`src/rtl/ram_fifo_slow_pkg.sv`:
```
// ---------------------------------------------------------------------------
// ram_fifo_slow_pkg
// Constants and helpers shared by the RAM-backed slow FIFO and its RAM.
//   DEFAULT_WIDTH   : default data word width in bits
//   DEFAULT_LOG_DEP : default log2 of the FIFO depth
//   depth_of()      : number of entries for a given log2 depth
// ---------------------------------------------------------------------------
package ram_fifo_slow_pkg;

    localparam int DEFAULT_WIDTH   = 16;
    localparam int DEFAULT_LOG_DEP = 4;

    function automatic int depth_of(input int log_dep);
        return 1 << log_dep;
    endfunction

endpackage

```
`src/rtl/ram_fifo_slow_ram.sv`:
```
// ---------------------------------------------------------------------------
// simple_dual_port_ram
// One write port and one synchronous read port.
// Ports:
//   clock   : rising-edge clock
//   reset   : asynchronous active-low reset (clears only the read register)
//   wr_en   : write strobe for wr_addr/wr_data
//   wr_addr : write address
//   wr_data : write data
//   rd_en   : read strobe; rd_data captures mem[rd_addr] when high, holds otherwise
//   rd_addr : read address
//   rd_data : registered read data
// ---------------------------------------------------------------------------
module simple_dual_port_ram
    import ram_fifo_slow_pkg::*;
#(
    parameter int WIDTH   = DEFAULT_WIDTH,
    parameter int LOG_DEP = DEFAULT_LOG_DEP
) (
    input  logic               clock,
    input  logic               reset,
    input  logic               wr_en,
    input  logic [LOG_DEP-1:0] wr_addr,
    input  logic [WIDTH-1:0]   wr_data,
    input  logic               rd_en,
    input  logic [LOG_DEP-1:0] rd_addr,
    output logic [WIDTH-1:0]   rd_data
);

    logic [WIDTH-1:0] mem [depth_of(LOG_DEP)];

    // NOTE: the storage array has no reset so it can map onto block or
    // distributed RAM; only the read register below is cleared.
    always_ff @(posedge clock) begin
        if (wr_en) begin
            mem[wr_addr] <= wr_data;
        end
    end

    // The read register doubles as the FIFO output register, so it holds its
    // value whenever no read is requested and clears to zero on reset.
    always_ff @(posedge clock or negedge reset) begin
        if (!reset) begin
            rd_data <= '0;
        end else if (rd_en) begin
            rd_data <= mem[rd_addr];
        end
    end

endmodule

```
`src/rtl/ram_fifo_slow.sv`:
```
// ---------------------------------------------------------------------------
// ram_fifo_slow
// Single-clock RAM-backed FIFO with a registered output word. A popped word
// is refilled from RAM on the following enabled edge, so sustained throughput
// is one word every two enabled cycles.
// Ports:
//   clock    : rising-edge clock
//   reset    : asynchronous active-low reset; discards all entries
//   enable   : global advance; when low, all state holds
//   data_in  : write data
//   write    : push request (dropped while full)
//   read     : pop request (acts only while has_data is high)
//   data_out : registered oldest word, valid while has_data is high
//   full     : count == DEPTH
//   empty    : count == 0
//   has_data : data_out holds the oldest unpopped word
// ---------------------------------------------------------------------------
module ram_fifo_slow
    import ram_fifo_slow_pkg::*;
#(
    parameter int WIDTH   = DEFAULT_WIDTH,
    parameter int LOG_DEP = DEFAULT_LOG_DEP
) (
    input  logic             clock,
    input  logic             reset,
    input  logic             enable,
    input  logic [WIDTH-1:0] data_in,
    input  logic             write,
    input  logic             read,
    output logic [WIDTH-1:0] data_out,
    output logic             full,
    output logic             empty,
    output logic             has_data
);

    localparam int               DEPTH      = depth_of(LOG_DEP);
    localparam logic [LOG_DEP:0] FULL_COUNT = (LOG_DEP + 1)'(DEPTH);

    logic [LOG_DEP-1:0] wr_ptr;
    logic [LOG_DEP-1:0] rd_ptr;
    logic [LOG_DEP:0]   count;

    logic push;
    logic pop;
    logic load;

    assign full  = (count == FULL_COUNT);
    assign empty = (count == '0);

    // All three events use pre-edge state: a push while full is dropped even
    // if a pop frees a slot on the same edge, and a word written this edge is
    // not yet counted, so it cannot be loaded until the next one.
    assign push = enable && write && !full;
    assign pop  = enable && read && has_data;
    // A load needs has_data low, which already excludes a pop on this edge.
    assign load = enable && !has_data && !empty;

    simple_dual_port_ram #(
        .WIDTH   (WIDTH),
        .LOG_DEP (LOG_DEP)
    ) u_ram (
        .clock   (clock),
        .reset   (reset),
        .wr_en   (push),
        .wr_addr (wr_ptr),
        .wr_data (data_in),
        .rd_en   (load),
        .rd_addr (rd_ptr),
        .rd_data (data_out)
    );

    // NOTE: sequential state uses non-blocking assignments so every register
    // samples pre-edge values regardless of statement order.
    always_ff @(posedge clock or negedge reset) begin
        if (!reset) begin
            wr_ptr   <= '0;
            rd_ptr   <= '0;
            count    <= '0;
            has_data <= 1'b0;
        end else begin
            if (push) begin
                wr_ptr <= wr_ptr + 1'b1;
            end

            // rd_ptr only advances on pop: a loaded word keeps its RAM slot
            // until it leaves the FIFO, so count covers it.
            if (pop) begin
                rd_ptr   <= rd_ptr + 1'b1;
                has_data <= 1'b0;
            end else if (load) begin
                has_data <= 1'b1;
            end

            case ({push, pop})
                2'b10:   count <= count + 1'b1;
                2'b01:   count <= count - 1'b1;
                default: count <= count;
            endcase
        end
    end

endmodule

```
`config.mk`:
```
export PLATFORM = sky130hd
export DESIGN_NAME = ram_fifo_slow
export DESIGN_NICKNAME = d
export VERILOG_FILES = /design/src/rtl/ram_fifo_slow_pkg.sv /design/src/rtl/ram_fifo_slow_ram.sv /design/src/rtl/ram_fifo_slow.sv
export SDC_FILE = /design/constraint.sdc
export NUM_CORES = 1
export LEC_CHECK = 0
export CAP_MARGIN = 20
export CORE_AREA = 2 2 171 173
export DETAILED_ROUTE_END_ITERATION = 6
export DIE_AREA = 0 0 173 175
export RECOVER_POWER = 50
export SYNTH_ARGS = -nofsm -noshare
export SYNTH_HDL_FRONTEND = slang
export SYNTH_HIERARCHICAL = 1
export SYNTH_SLANG_ARGS = --single-unit
```
`constraint.sdc`:
```
create_clock -name clock -period 3.2 [get_ports clock]
set_input_delay 0.64 -clock clock [delete_from_list [all_inputs] [get_ports clock]]
set_output_delay 0.64 -clock clock [all_outputs]
set_load 0.01 [all_outputs]
```
==> impl_results.md <==
- Status: finished, violations left
- Violated checks: max-capacitance violations, max-slew violations
- Max Freq: 347.3 MHz
- First-pass detailed-route iteration total: 5
- Layout area overhead: 16.90%
- Hold Vio Cnt, Final: 0
- Crit. End Element: output port
- Setup TNS: 0 ps
- RSZ-0062 raised after global routing: false
- Multi-input logic area: 2649 sq um
- Vias: 5537
- Tot Pwr: 10.84 mW
- Hold Crit Start: rd_ptr[3]
- Post-CTS setup buffers: 0
- FP Rows: 62
- Post-synth EDFFs: 256
- P per Cell Area: 821.6 nW/um^2
- Leak: 4.337 nW
- Core area: 28390 sq um
- Max Cap Violations: 1
- Ys Warns: 6
- Die area: 30280 sq um
- # resized after CTS: 0
- Fill count: 2388
- Clock slew at reported path FFs: 60 ps
- CTS tree: built
- Routed Antenna Nets: 0
- Total CTS buffers: 28
- Final Cycle Share: 89.97%
- Post-DP HPWL: 15.16 mm
- Largest net degree at the start of global routing: 33
- Utilization after layout: 46.48%
- Worst hold-check path type: flop to flop
- First-pass GRT wire length: 36.37 mm
- Fin area: 13200 sq um
- Tot GR Track Use: 15.95%
- Worst path required time: 2560 ps
- GR Overflow Total: 0
- Distinct cells, synth: 46
- Final wirelength: 23.77 mm
- DRC: 0
- Die Wd: 173 um
- Final hold slack: 517.7 ps
- Slew Limit Fails: 31
- CP Launch Point: count[0]
- Slew HR: -31.32%
- Worst Skew: 13.08 ps
- Synthesized area per cell: 21.38 sq um
- Gp weighted congestion: 0.8814
- Placed Instances: 966
- Most used DFF post-synth: edfxtp_1
- R2R Path Start: count[0]
- Final setup violating endpoints: 0
- CP max FO: 5
- Share of layout cells above drive strength 1: 27.60%
- Ys async rst share: 10.49%
- Latest clock arrival within the worst-skew pair: 540 ps
- Placed standard-cell area: 12340 sq um
- Vias in the first global route: 5812
- Via/cell ratio: 5.439
- Critical path arrival: 2240 ps
- Post-route non-filler standard cell count: 1018
- Setup ws final: 321.0 ps
- Wire length per cell: 23.35 um
- Sink Count: 286
- IO Port Bufs: 39
- Initial antenna violation count: 0
- Peak VDD IR: 0.0004601 V
- Root Buffer: clkbuf_16
- CTS max path bufs: 3
- Starting Density: 39.76%
- Sequential area share after synthesis: 74.75%
- I/O pin cnt: 40
- CTS Hold Buffers Added: 0
- Synth Instances: 528
- H-tree levels: 1
- Ant diodes: 0
- Crit path time final: 2879 ps
- Post-synthesis cell area: 11290 sq um
- Register bit total from synthesis: 286
- Pre-CTS setup slack: 91.83 ps
- Chip height: 175 um
- Net count, final: 640
- FF/Latch Area: 8443 sq um
- Post-Syn Nets: 556
- Slew @ Worst Pin: 1970 ps
- Startpoint types: flop
- Initial DRC Count: 415
- WS Path Type: flop to output port
-- layer usage --
layer | wire length, um | global-route usage [%] | part of all wire [%]
met5 | 0 | 0 | 0
met1 | 10420 | 21.87 | 44
met2 | 11540 | 26.55 | 49
met4 | 499 | 3.814 | 2.1
met3 | 1307 | 3.068 | 5.5
-- critical path, stage by stage, from the launching register on --
cell and delay (ps):
dfrtp_1 470, or4_1 570, nor2_1 110, clkdlybuf4s50_1 550
-- cell usage after synthesis, drive strengths merged (3+ instances only) --
library cell / count / area, sq um
a21oi: 7 / 38.79
xor2: 4 / 35.03
a221oi: 16 / 227.7
mux2: 4 / 48.79
buf: 24 / 216.5
o22ai: 16 / 100.1
xnor2: 4 / 35.03
ha: 6 / 75.07
clkbuf: 5 / 21.27
mux4: 64 / 1471
nand2b: 3 / 18.77
mux2i: 16 / 160.2
edfxtp: 256 / 7687
nand3: 6 / 30.03
nand2: 4 / 15.01
inv: 4 / 15.01
nor3b: 5 / 37.54
dfrtp: 30 / 750.7
nor3: 4 / 20.02
nor2: 30 / 112.6
o21ai: 3 / 15.01
-- worst paths after layout --
| check | to | slack (ps) | cells past startpoint |
|---|---|---|---|
| setup reg to reg | count[4] | 490 | 8 |
| min in group asynchronous | count[0] | 1190 | 2 |
| hold / removal | rd_ptr[3] | 520 | 1 |
| setup / recovery | empty | 320 | 3 |
| hold reg to reg | rd_ptr[3] | 520 | 1 |
| max in group asynchronous | rd_ptr[2] | 610 | 2 |
-- power by group --
part	switching, mW	leakage, nW	internal (mW)	total [mW]
logic	1.47	1.26	1.46	2.93
clock network	1.33	0.429	1.76	3.09
registers	0.391	2.65	4.43	4.82
total	3.19	4.34	7.65	10.8
-- flip-flops by register name, indices dropped and copies added, names as in the netlist --
name	count
has_data	1
count	5
u_ram/rd_data	16
rd_ptr	4
wr_ptr	4
u_ram/mem	256
-- area by class of cell --
type	instances	area share [%]
sequential	286	63.98
multi-input combinational	209	20.07
clock buffer	38	5.822
timing repair buffer	83	5.594
tap	384	3.641
clock inverter	14	0.7775
inverter	4	0.1138
-- placed cells by master, fill, tap and decap left out, types with 2 or more instances in the layout --
master / instances
edfxtp_1: 256
mux4_2: 56
buf_4: 40
clkbuf_16: 28
dfrtp_1: 28
clkdlybuf4s50_1: 21
nor2_1: 18
dlygate4sd3_1: 18
o22ai_1: 16
mux2i_1: 16
a221oi_2: 14
nor2_2: 11
clkbuf_1: 9
mux4_1: 8
a21oi_1: 7
nand3_1: 6
ha_1: 6
clkinv_1: 6
nor3b_1: 5
clkinv_2: 5
nand2_1: 4
inv_1: 4
xnor2_1: 4
xor2_1: 4
nor3_2: 4
o21ai_0: 3
clkbuf_8: 3
nand2b_1: 3
and2_1: 2
or4_1: 2
mux2_2: 2
nand3b_1: 2
a221oi_1: 2
buf_12: 2
-- cell families (layout without fill, tap and decap cells) --
group	after synthesis	after routing	synth area share [%]
AOI/OAI and AO/OA	46	46	3.691
xor gates and xnor gates	8	8	0.6206
adders and majority gates	7	7	0.8424
buffers and inverters	33	139	2.239
DFF	286	286	74.75
muxes	84	84	14.89
and+or+nand+nor	64	64	2.971
Power figures use the tool's default switching activity.
